### src/rtl/dm_arb_pkg.sv
// Shared types and helpers for the data-memory port arbiter.
package dm_arb_pkg;

  typedef enum logic [1:0] {
    IDLE = 2'd0,
    ACC  = 2'd1,
    ERR  = 2'd2
  } state_t;

  typedef enum logic {
    OWN_CPU = 1'b0,
    OWN_DMA = 1'b1
  } owner_t;

  localparam logic [1:0] MT_WORD = 2'b00;
  localparam logic [1:0] MT_HALF = 2'b01;
  localparam logic [1:0] MT_BYTE = 2'b10;
  localparam logic [1:0] MT_RSVD = 2'b11;

  // Reserved type, odd halfword, or non-word-aligned word is rejected.
  function automatic logic is_misaligned(input logic [1:0] mtype,
                                         input logic [1:0] addr_lo);
    logic bad;
    bad = 1'b0;
    case (mtype)
      MT_WORD: bad = |addr_lo;
      MT_HALF: bad = addr_lo[0];
      MT_BYTE: bad = 1'b0;
      default: bad = 1'b1;
    endcase
    return bad;
  endfunction

endpackage

### src/rtl/dm_arb_pick.sv
// Combinational grant selection: CPU has priority unless the DMA has
// been passed over MAX_CPU_BURST times in a row.
module dm_arb_pick #(
  parameter int unsigned MAX_CPU_BURST = 4,
  parameter int unsigned SW            = 3
) (
  input  logic          i_cpu_req,
  input  logic          i_dma_req,
  input  logic [SW-1:0] i_starve_cnt,
  output logic          o_grant_cpu,
  output logic          o_grant_dma
);

  // Pick one requester; DMA is forced once the starvation count saturates.
  always_comb begin
    o_grant_cpu = 1'b0;
    o_grant_dma = 1'b0;
    if (i_cpu_req && i_dma_req) begin
      if (i_starve_cnt == SW'(MAX_CPU_BURST)) o_grant_dma = 1'b1;
      else                                    o_grant_cpu = 1'b1;
    end else if (i_cpu_req) begin
      o_grant_cpu = 1'b1;
    end else if (i_dma_req) begin
      o_grant_dma = 1'b1;
    end
  end

endmodule

### src/rtl/dm_port_arbiter.sv
// Single-port data-memory arbiter between the CPU memory stage and a DMA
// master. One registered DM command per access, req/done handshakes,
// starvation guard for the DMA.
// Optional stall performance counter: define DM_ARB_PERF_CNT_EN.
module dm_port_arbiter
  import dm_arb_pkg::*;
#(
  parameter int unsigned ADDR_W        = 14,
  parameter int unsigned MEM_LAT       = 1,
  parameter int unsigned MAX_CPU_BURST = 4
) (
  input  logic              clk,
  input  logic              reset,
  input  logic              cpu_req,
  input  logic              cpu_we,
  input  logic [1:0]        cpu_type,
  input  logic [31:0]       cpu_addr,
  input  logic [31:0]       cpu_wdata,
  output logic              cpu_done,
  output logic              cpu_err,
  output logic [31:0]       cpu_rdata,
  output logic              cpu_stall,
  input  logic              dma_req,
  input  logic              dma_we,
  input  logic [1:0]        dma_type,
  input  logic [31:0]       dma_addr,
  input  logic [31:0]       dma_wdata,
  output logic              dma_done,
  output logic              dma_err,
  output logic [31:0]       dma_rdata,
  output logic              mem_en,
  output logic              mem_we,
  output logic [1:0]        mem_type,
  output logic [ADDR_W-1:0] mem_addr,
  output logic [31:0]       mem_wdata,
  input  logic [31:0]       mem_rdata,
  output logic [31:0]       cpu_stall_cycles
);

  localparam int unsigned LW = 3;
  localparam int unsigned SW = (MAX_CPU_BURST < 1) ? 1 : $clog2(MAX_CPU_BURST + 1);

  state_t              r_state, w_state_nxt;
  owner_t              r_owner;
  logic [LW-1:0]       r_lat;
  logic [SW-1:0]       r_starve;
  logic                r_mem_en, r_mem_we;
  logic [1:0]          r_mem_type;
  logic [ADDR_W-1:0]   r_mem_addr;
  logic [31:0]         r_mem_wdata;
  logic                r_acc_we;
  logic [31:0]         r_cpu_rdata, r_dma_rdata;

  logic                w_grant_cpu, w_grant_dma, w_any_grant;
  logic                w_sel_we, w_sel_bad, w_issue, w_fin, w_load_fin;
  logic [1:0]          w_sel_type;
  logic [31:0]         w_sel_addr, w_sel_wdata;
  logic                w_unused;

  dm_arb_pick #(
    .MAX_CPU_BURST(MAX_CPU_BURST),
    .SW           (SW)
  ) u_pick (
    .i_cpu_req   (cpu_req),
    .i_dma_req   (dma_req),
    .i_starve_cnt(r_starve),
    .o_grant_cpu (w_grant_cpu),
    .o_grant_dma (w_grant_dma)
  );

  // Request mux, validity check, next state and completion decode.
  always_comb begin
    w_any_grant = w_grant_cpu | w_grant_dma;
    w_sel_we    = w_grant_dma ? dma_we    : cpu_we;
    w_sel_type  = w_grant_dma ? dma_type  : cpu_type;
    w_sel_addr  = w_grant_dma ? dma_addr  : cpu_addr;
    w_sel_wdata = w_grant_dma ? dma_wdata : cpu_wdata;
    w_sel_bad   = is_misaligned(w_sel_type, w_sel_addr[1:0]);
    w_issue     = (r_state == IDLE) && w_any_grant && !w_sel_bad;
    w_fin       = (r_state == ACC) && (r_lat == '0);
    w_load_fin  = w_fin && !r_acc_we;
    w_state_nxt = r_state;
    case (r_state)
      IDLE:    if (w_any_grant) w_state_nxt = w_sel_bad ? ERR : ACC;
      ACC:     if (r_lat == '0) w_state_nxt = IDLE;
      ERR:     w_state_nxt = IDLE;
      default: w_state_nxt = IDLE;
    endcase
  end

  // State register.
  always_ff @(posedge clk or posedge reset) begin
    if (reset) r_state <= IDLE;
    else       r_state <= w_state_nxt;
  end

  // Registered DM command, owner, latency and starvation counters, read data.
  always_ff @(posedge clk or posedge reset) begin
    if (reset) begin
      r_owner     <= OWN_CPU;
      r_lat       <= '0;
      r_starve    <= '0;
      r_mem_en    <= 1'b0;
      r_mem_we    <= 1'b0;
      r_mem_type  <= '0;
      r_mem_addr  <= '0;
      r_mem_wdata <= '0;
      r_acc_we    <= 1'b0;
      r_cpu_rdata <= '0;
      r_dma_rdata <= '0;
    end else begin
      r_mem_en <= w_issue;
      r_mem_we <= w_issue & w_sel_we;
      if (w_issue) begin
        r_mem_type  <= w_sel_type;
        r_mem_addr  <= w_sel_addr[ADDR_W-1:0];
        r_mem_wdata <= w_sel_wdata;
        r_acc_we    <= w_sel_we;
        r_lat       <= LW'(MEM_LAT);
      end else if (r_state == ACC && r_lat != '0) begin
        r_lat <= r_lat - LW'(1);
      end
      if (r_state == IDLE && w_any_grant)
        r_owner <= w_grant_dma ? OWN_DMA : OWN_CPU;
      if (r_state == IDLE) begin
        if (w_grant_dma || !dma_req)
          r_starve <= '0;
        else if (w_grant_cpu && r_starve != SW'(MAX_CPU_BURST))
          r_starve <= r_starve + SW'(1);
      end
      if (w_load_fin) begin
        if (r_owner == OWN_CPU) r_cpu_rdata <= mem_rdata;
        else                    r_dma_rdata <= mem_rdata;
      end
    end
  end

  // Done/err are decoded from state so read data can be forwarded in the
  // same cycle it is valid on mem_rdata; the registers hold it afterwards.
  always_comb begin
    cpu_done  = (w_fin || r_state == ERR) && (r_owner == OWN_CPU);
    dma_done  = (w_fin || r_state == ERR) && (r_owner == OWN_DMA);
    cpu_err   = (r_state == ERR) && (r_owner == OWN_CPU);
    dma_err   = (r_state == ERR) && (r_owner == OWN_DMA);
    cpu_rdata = (w_load_fin && r_owner == OWN_CPU) ? mem_rdata : r_cpu_rdata;
    dma_rdata = (w_load_fin && r_owner == OWN_DMA) ? mem_rdata : r_dma_rdata;
    cpu_stall = cpu_req & ~cpu_done;
  end

  assign mem_en    = r_mem_en;
  assign mem_we    = r_mem_we;
  assign mem_type  = r_mem_type;
  assign mem_addr  = r_mem_addr;
  assign mem_wdata = r_mem_wdata;

  assign w_unused = ^{cpu_addr[31:ADDR_W], dma_addr[31:ADDR_W]};

`ifdef DM_ARB_PERF_CNT_EN
  logic [31:0] r_stall_cnt;

  // Count every cycle the pipeline is held by an outstanding CPU access.
  always_ff @(posedge clk or posedge reset) begin
    if (reset)          r_stall_cnt <= '0;
    else if (cpu_stall) r_stall_cnt <= r_stall_cnt + 32'd1;
  end

  assign cpu_stall_cycles = r_stall_cnt;
`else
  assign cpu_stall_cycles = '0;
`endif

endmodule

### config.mk
export PLATFORM = sky130hd
export DESIGN_NAME = dm_port_arbiter
export DESIGN_NICKNAME = d
export VERILOG_FILES = /design/src/rtl/dm_arb_pkg.sv /design/src/rtl/dm_arb_pick.sv /design/src/rtl/dm_port_arbiter.sv
export SDC_FILE = /design/constraint.sdc
export NUM_CORES = 1
export LEC_CHECK = 0
export ABC_AREA = 1
export CORE_MARGIN = 2
export CORE_UTILIZATION = 40
export CTS_CLUSTER_SIZE = 10
export DETAILED_ROUTE_END_ITERATION = 16
export GPL_TIMING_DRIVEN = 0
export PLACE_DENSITY = 0.84
export SETUP_SLACK_MARGIN = 0.3
export SYNTH_ARGS = -nofsm -noshare
export SYNTH_HDL_FRONTEND = slang
export SYNTH_HIERARCHICAL = 1
export SYNTH_SLANG_ARGS = --single-unit
### constraint.sdc
create_clock -name clk -period 5.3 [get_ports clk]
set_input_delay 1.59 -clock clk [delete_from_list [all_inputs] [get_ports clk]]
set_output_delay 1.59 -clock clk [all_outputs]
set_load 0.03 [all_outputs]
==> results of run 1 <==
[worst max-delay path: cells and delay by family]
kind,cells,cell delay [ns]
buf+inv,3,1.30
compound gates,1,0.34
[registers in the layout (all words and copies together), names as in the netlist, 2 cells and up]
signal / cells
r_dma_rdata: 32
mem_type: 2
mem_wdata: 32
r_state: 2
r_lat: 3
mem_addr: 14
r_starve: 3
r_cpu_rdata: 32
[final timing paths]
| kind | end | slack, ns | depth (start not counted) |
|---|---|---|---|
| min | mem_wdata[8]$_DFFE_PP0P_ | 0.47 | 2 |
| max in group asynchronous | r_dma_rdata[15]$_DFFE_PP0P_ | 2.97 | 3 |
| max | cpu_rdata[16] | 0.49 | 4 |
| min reg2reg | mem_wdata[8]$_DFFE_PP0P_ | 0.47 | 2 |
| max reg2reg | r_acc_we$_DFFE_PP0P_ | 3.10 | 9 |
| min in group asynchronous | mem_wdata[5]$_DFFE_PP0P_ | 1.62 | 2 |
[power groups by stage]
stage | clock, W | combinational (W) | sequential (W)
6_report | 0.00123 | 0.00309 | 0.00160
2_1_floorplan | 0 | 0.00147 | 0.00190
3_5_place_dp | 0 | 0.00310 | 0.00160
3_3_place_gp | 0 | 0.00304 | 0.00158
4_1_cts | 0.00125 | 0.00311 | 0.00159
5_1_grt | 0.00129 | 0.00332 | 0.00163
[cells by family (layout without fill, tap and decap cells)]
logic type / after synthesis / count (layout) / synth area share, %
fa+ha+maj: 4 / 4 / 0.8316
compound gates: 103 / 103 / 8.565
flops: 124 / 124 / 51.56
xor+xnor: 1 / 1 / 0.1456
simple gates: 406 / 406 / 26.99
buf+inv: 131 / 416 / 11.85
other cells: 1 / 32 / 0.06231
[synthesized netlist by cell type (3+ instances only)]
library cell  instances
nand2_1             332
dfrtp_1             124
o21ai_0              65
nand3_1              56
inv_1                54
buf_4                37
o21ai_1              37
buf_2                24
nor2_1               11
buf_6                 7
clkbuf_1              6
ha_1                  4
inv_2                 3
[through the flow]
stage,setup TNS [ns],hold WS (ns),power (W),instance area (sq um)
floorplan,0,0.4419,0.003362,6135
global placement,-164.85,0.4534,0.004620,8887
detailed placement,0,0.4576,0.004698,8920
CTS,0,0.4715,0.005951,9557
global route,0,0.4854,0.006244,9557
finish,0,0.4703,0.005918,9557
[per-layer routing]
metal	track usage, %	wire length (um)
met3	6.580	1487
met4	8.985	535
met2	41.27	9277
met1	25.77	7070
met5	0	0
[layout make-up]
type / count / area, sq um / area share, %
Sequential cell: 124 / 3103 / 32.47
Timing Repair Buffer: 253 / 2550 / 26.68
Multi-Input combinational cell: 546 / 2318 / 24.26
Buffer: 74 / 499.2 / 5.224
Clock buffer: 22 / 474.2 / 4.962
Tap cell: 184 / 230.2 / 2.409
Inverter: 57 / 219.0 / 2.291
Clock inverter: 10 / 162.7 / 1.702
==> out/metrics.yaml, run 1 <==
worstPathCellList: "clkdlybuf4s50_1, inv_1, o21ai_0, clkdlybuf4s50_1"
grt_start_max_net_pins: 65
layout.nets: 1247
vias_per_cell: 4.702
crit_fanout: 3
via_count: 5971
skew_ns: 0.01025
gp_congestion: 0.8789
finalHoldViolCount: 0
path_class: "in2out"
area.growth.synth_to_final_pct: 58.79
vdd_ir_drop_max_v: 0.0002751
hp-start: "mem_wdata[8]$_DFFE_PP0P_"
antenna_found_initial: 0
die_area_sq_um: 16040
leakagePower_nw: 4.871
setup_viol: 0
num_antenna_cells: 0
max_freq_ghz: 0.2077
synth_top_area_cell: "dfrtp_1"
maxSlewHeadroom_pct: 55.48
grt_first_pass_wirelength_um: 29060
fin_crit_sh_pct: 90.85
netSwitchingFraction_pct: 42.23
r2r_start: "r_starve[1]$_DFFE_PP0P_"
cts_tree: "done"
dp_hpwl_um: 14170
rows: 44
synth.ff_latch_count: 124
clock_latency_ns: 0.41
layout.cells.non_filler: 1270
seq_area_frac_synth_pct: 51.56
ant_nets: 0
drt-pass1-iter-count: 7
power_frac_clock_pct: 20.8
final_util_pct: 65.26
dr.first_iter.drc_count: 323
syn_avg_cell_area_sq_um: 7.816
crit_top_cell: "clkdlybuf4s50_1"
synth.distinct_cells: 20
min_period_ns: 4.815
arrival_ns: 3.22
drt_wl_total_um: 18370
cap_violations: 0
cts_post_setup_buffers_inserted: 0
start_util_pct: 41.10
post_drt_wl_per_cell_um: 14.47
coreArea_sq_um: 14640
grt_pass1_vias: 5822
yosysWarnings: 6
synth_top_flop_cell: "dfrtp_1"
cts_buffers: 17
setup_slack_ns: 0.4851
die_h_um: 126.7
h-tree-depth: 4
grt.total_usage_pct: 22.95
powerDensity_nw_per_um2: 619.3
place_ws_ns: 0.5322
power_frac_comb_pct: 52.3
finalMaxSlewViolations: 0
drive_above_1_share_pct: 10.13
outcome: "finished, final reports clean"
remaining_drc_errors: 0
cp-start-kind: "input port"
clk_pin_slew_ns: 0.06
required_ns: 3.71
grt_setup_unrepaired: "no"
tightestPinTransition_ns: 0.6678
final_common_cell: "nand2_1"
numPortBuffers: 252
overflow: 0
synth-edff-count: 0
crit_path_end_kind: "primary output"
cp_slowest_cell: "clkdlybuf4s50_1"
syn_area_sq_um: 6018
cts-root-buf: "clkbuf_16"
numClockSinks: 124
dp.cells: 1238
internal_power_w: 0.003419
fill_cells: 1195
syn_inst: 770
final_cell_mix: "nand2_1, clkdlybuf4s50_1, dfrtp_1"
cts_hold_buf: 0
io_pins: 321
yosysTopAreaCellShare_pct: 51.56
cts_resized: 0
pwr-share-seq_pct: 27.0
async_flop_share_pct: 100.0
ctsLongestPathBuffers: 2
chipWidth_um: 126.7
ys_top_cells_by_area: "dfrtp_1, nand2_1, o21ai_0, nand3_1, buf_4"
slowest_delay_ns: 0.76
crit_path_start: "mem_rdata[16]"
p_sw_w: 0.002500
hold_path.class: "reg2reg"
No activity file was read; power rests on OpenSTA's default activity.
==> run 2, diff against run 1 <==
--- a/config.mk
+++ b/config.mk
@@ -6,6 +6,7 @@
 export NUM_CORES = 1
 export LEC_CHECK = 0
 export ABC_AREA = 1
+export CORE_ASPECT_RATIO = 1.1
 export CORE_MARGIN = 2
 export CORE_UTILIZATION = 40
 export CTS_CLUSTER_SIZE = 10
@@ -13,6 +14,7 @@
 export GPL_TIMING_DRIVEN = 0
 export PLACE_DENSITY = 0.84
 export SETUP_SLACK_MARGIN = 0.3
+export SLEW_MARGIN = 40
 export SYNTH_ARGS = -nofsm -noshare
 export SYNTH_HDL_FRONTEND = slang
 export SYNTH_HIERARCHICAL = 1
==> out/metrics.yaml, run 2 (synthesis results as in run 1) <==
crit_path_end_kind: "primary output"
num_antenna_cells: 0
clock_latency_ns: 0.41
grt_first_pass_wirelength_um: 28760
dr.first_iter.drc_count: 354
cp-start-kind: "input port"
final_cell_mix: "nand2_1, clkdlybuf4s50_1, dfrtp_1"
numPortBuffers: 252
min_period_ns: 4.803
start_util_pct: 40.45
finalMaxSlewViolations: 0
finalHoldViolCount: 0
fin_crit_sh_pct: 90.62
ctsLongestPathBuffers: 2
rows: 47
coreArea_sq_um: 14880
grt_start_max_net_pins: 66
ant_nets: 0
vdd_ir_drop_max_v: 0.0002296
h-tree-depth: 4
dp_hpwl_um: 14180
stdcell_area_sq_um: 9580
hold_path.class: "reg2reg"
layout.nets: 1247
max_freq_ghz: 0.2082
worstPathCellList: "clkdlybuf4s50_1, inv_1, o21ai_0, clkdlybuf4s50_1"
remaining_drc_errors: 0
via_count: 5971
final_common_cell: "nand2_1"
cts_buffers: 17
numClockSinks: 124
arrival_ns: 3.21
chipWidth_um: 121.0
skew_ns: 0.01244
cts_post_setup_buffers_inserted: 0
die_h_um: 132.6
die_area_sq_um: 16040
drt-pass1-iter-count: 4
cp_num_buf_inv: 3
crit_fanout: 3
vias_per_cell: 4.658
crit_family: "buffers and inverters"
area.growth.synth_to_final_pct: 59.19
powerDensity_nw_per_um2: 619.1
grt.total_usage_pct: 23.01
timing.setup.tns_ns: 0
cap_violations: 0
cp_slowest_cell: "clkdlybuf4s50_1"
outcome: "finished, final reports clean"
required_ns: 3.71
antenna_found_initial: 0
cts_resized: 0
dpl_cell_area_sq_um: 8937
cts_tree: "done"
crit_top_cell: "clkdlybuf4s50_1"
tightestPinTransition_ns: 0.6216
grt_pass1_vias: 5786
cts-root-buf: "clkbuf_16"
io_pins: 321
leakagePower_nw: 4.883
post_drt_wl_per_cell_um: 14.26
drive_above_1_share_pct: 10.31
setup_viol: 0
slowest_delay_ns: 0.76
path_class: "in2out"
drt_wl_total_um: 18280
grt_setup_unrepaired: "no"
gp_congestion: 0.8332
clk_pin_slew_ns: 0.06
final_util_pct: 64.39
overflow: 0
maxSlewHeadroom_pct: 58.56
cts_hold_buf: 0
==> run 2: worst reg2reg max path, delay by kind of cell, from the launching register on <==
family | cells | cell delay [ns]
buffers and inverters | 4 | 0.79
and+or+nand+nor | 4 | 0.55
AOI/OAI and AO/OA | 1 | 0.42
DFF | 1 | 0.40
==> run 2: path summary, 6_finish.rpt <==
path	startpoint	end	slack (ns)	depth (start not counted)
min reg2reg	mem_wdata[5]$_DFFE_PP0P_	mem_wdata[5]$_DFFE_PP0P_	0.47	2
max reg2reg	r_starve[0]$_DFFE_PP0P_	mem_we$_DFF_PP0_	3.07	9
min	mem_wdata[5]$_DFFE_PP0P_	mem_wdata[5]$_DFFE_PP0P_	0.47	2
min in group asynchronous	reset	r_dma_rdata[25]$_DFFE_PP0P_	1.61	2
max in group asynchronous	reset	r_lat[0]$_DFFE_PP0P_	3.04	3
max	mem_rdata[23]	dma_rdata[23]	0.50	4
==> run 2: layer usage <==
metal | vias to the layer above | share of wire (%) | global-route usage (%)
li1 | 2949 | - | -
met1 | 2728 | 39 | 25.85
met2 | 268 | 51 | 40.73
met3 | 26 | 8.6 | 7.069
met4 | 0 | 2.2 | 8.463
met5 | - | 0 | 0
==> run 2: power by group <==
part / switching (W) / internal (W) / total (W)
clock: 0.000441 / 0.000810 / 0.00125
combinational: 0.00189 / 0.00120 / 0.00309
sequential: 0.000197 / 0.00140 / 0.00159
total: 0.00253 / 0.00341 / 0.00593
==> run 2: final cells by class <==
| type | count | area (sq um) |
|---|---|---|
| Buffer | 74 | 499.2 |
| Clock buffer | 18 | 439.2 |
| Clock inverter | 14 | 203.9 |
| Fill cell | 1236 | 5298 |
| Inverter | 57 | 221.5 |
| Multi-Input combinational cell | 546 | 2318 |
| Sequential cell | 124 | 3103 |
| Tap cell | 196 | 245.2 |
| Timing Repair Buffer | 253 | 2550 |
==> run 2: stage by stage <==
stage	worst slack [ns]	hold WS, ns	cells	total power [W]
2_1_floorplan	0.4108	0.4419	801	0.003362
3_3_place_gp	-1.271	0.4523	1249	0.004621
3_5_place_dp	0.5551	0.4574	1250	0.004695
6_report	0.4969	0.4680	1282	0.005931
4_1_cts	0.4917	0.4723	1282	0.005967
5_1_grt	0.4399	0.4918	1282	0.006262
==> run 3, diff against run 2 <==
--- a/config.mk
+++ b/config.mk
@@ -8,11 +8,11 @@
 export ABC_AREA = 1
 export CORE_ASPECT_RATIO = 1.1
 export CORE_MARGIN = 2
-export CORE_UTILIZATION = 40
+export CORE_UTILIZATION = 35
 export CTS_CLUSTER_SIZE = 10
 export DETAILED_ROUTE_END_ITERATION = 16
 export GPL_TIMING_DRIVEN = 0
-export PLACE_DENSITY = 0.84
+export PLACE_DENSITY = 0.75
 export SETUP_SLACK_MARGIN = 0.3
 export SLEW_MARGIN = 40
 export SYNTH_ARGS = -nofsm -noshare
==> out/metrics.yaml, run 3 (synthesis results as in run 1) <==
outcome: "finished, final reports clean"
numPortBuffers: 252
cts_post_setup_buffers_inserted: 0
grt_start_max_net_pins: 65
tightestPinTransition_ns: 0.6213
grt_pass1_vias: 5671
cts-root-buf: "clkbuf_16"
dp_hpwl_um: 14280
dp.cells: 1288
cts_tree: "done"
start_util_pct: 35.50
holdPathStages: 2
grt_first_pass_wirelength_um: 28920
required_ns: 3.71
via_count: 5859
grt_setup_unrepaired: "no"
layout.cells.non_filler: 1319
numClockSinks: 124
crit_fanout: 3
pwr-share-seq_pct: 27.1
clk_pin_slew_ns: 0.06
io_pins: 321
vias_per_cell: 4.442
maxSlewHeadroom_pct: 58.58
h-tree-depth: 4
cts_resized: 0
chipWidth_um: 129.0
die_area_sq_um: 18260
antenna_found_initial: 0
reg2reg_slack_ns: 3.11
min_period_ns: 4.795
drt-pass1-iter-count: 4
skew_ns: 0.01382
gp_congestion: 0.8222
cap_violations: 0
hold_path.class: "reg2reg"
r2r-end: "r_acc_we$_DFFE_PP0P_"
whs_endpoint: "mem_addr[11]$_DFFE_PP0P_"
final_cell_mix: "nand2_1, clkdlybuf4s50_1, dfrtp_1"
path_class: "in2out"
cts_buffers: 17
rr_worst_depth: 9
finalMaxSlewViolations: 0
cp-start-kind: "input port"
layout.nets: 1247
final_util_pct: 56.60
num_antenna_cells: 0
power_frac_clock_pct: 20.3
internal_power_w: 0.003367
crit_path_end_kind: "primary output"
p_sw_w: 0.002494
netSwitchingFraction_pct: 42.55
post_drt_wl_per_cell_um: 13.94
area.growth.synth_to_final_pct: 59.44
dr.first_iter.drc_count: 223
cts_hold_buf: 0
fin_crit_sh_pct: 90.48
r2r_start: "r_starve[1]$_DFFE_PP0P_"
remaining_drc_errors: 0
power_frac_comb_pct: 52.6
finalHoldViolCount: 0
grt.total_usage_pct: 20.54
drt_wl_total_um: 18390
vdd_ir_drop_max_v: 0.0002319
setup_viol: 0
max_freq_ghz: 0.2085
whs_ns: 0.4668
overflow: 0
powerDensity_nw_per_um2: 610.7
drive_above_1_share_pct: 10.14
coreArea_sq_um: 16950
die_h_um: 141.5
ant_nets: 0
leakagePower_nw: 4.846
fill_cells: 1572
clock_latency_ns: 0.42
ctsLongestPathBuffers: 2
final_common_cell: "nand2_1"
rows: 50
arrival_ns: 3.21
hp-start: "mem_addr[11]$_DFFE_PP0P_"
==> run 3: critical path: stages <==
cell and delay (ns):
clkdlybuf4s50_1 0.46, inv_1 0.08, o21ai_0 0.32, clkdlybuf4s50_1 0.76
==> run 3: how the worst max path moves through the flow <==
stage	start	to	slack (ns)	cells past startpoint
6_report	mem_rdata[30]	dma_rdata[30]	0.50	4
5_1_grt	mem_rdata[20]	cpu_rdata[20]	0.45	4
4_1_cts	mem_rdata[18]	cpu_rdata[18]	0.51	4
3_5_place_dp	mem_rdata[18]	cpu_rdata[18]	0.51	4
3_3_place_gp	reset	r_cpu_rdata[8]$_DFFE_PP0P_	-1.38	2
2_1_floorplan	reset	mem_addr[0]$_DFFE_PP0P_	0.41	1
==> run 3: per-layer routing <==
layer,global-route usage [%],routed length [um]
met2,35.12,8964
met1,23.49,7322
met5,0,0
met3,7.466,1657
met4,7.723,446
==> run 3: power by group through the flow <==
stage | combinational [W] | sequential (W) | clock (W)
after floorplan | 0.00147 | 0.00190 | 0
after global placement | 0.00305 | 0.00158 | 0
after detailed placement | 0.00310 | 0.00159 | 0
after CTS | 0.00311 | 0.00159 | 0.00121
after global routing | 0.00333 | 0.00164 | 0.00126
final | 0.00308 | 0.00159 | 0.00119
==> run 3: metrics by stage <==
step | setup WS, ns | total power [W] | cell area, sq um | setup TNS, ns
final | 0.5048 | 0.005860 | 9595 | 0
after global routing | 0.4519 | 0.006224 | 9595 | 0
after CTS | 0.5057 | 0.005909 | 9595 | 0
after global placement | -1.376 | 0.004633 | 8950 | -169.78
after detailed placement | 0.5122 | 0.004694 | 8985 | 0
after floorplan | 0.4108 | 0.003362 | 6135 | 0
==> run 3: cell type report <==
cell class                 count  area (sq um)  area share [%]
timing repair buffer         253          2550           26.57
clock inverter                10         140.1           1.460
tap                          234         292.8           3.051
clock buffer                  21         470.5           4.903
sequential                   124          3103           32.34
buffer                        74         499.2           5.203
inverter                      57         221.5           2.308
multi-input combinational    546          2318           24.16
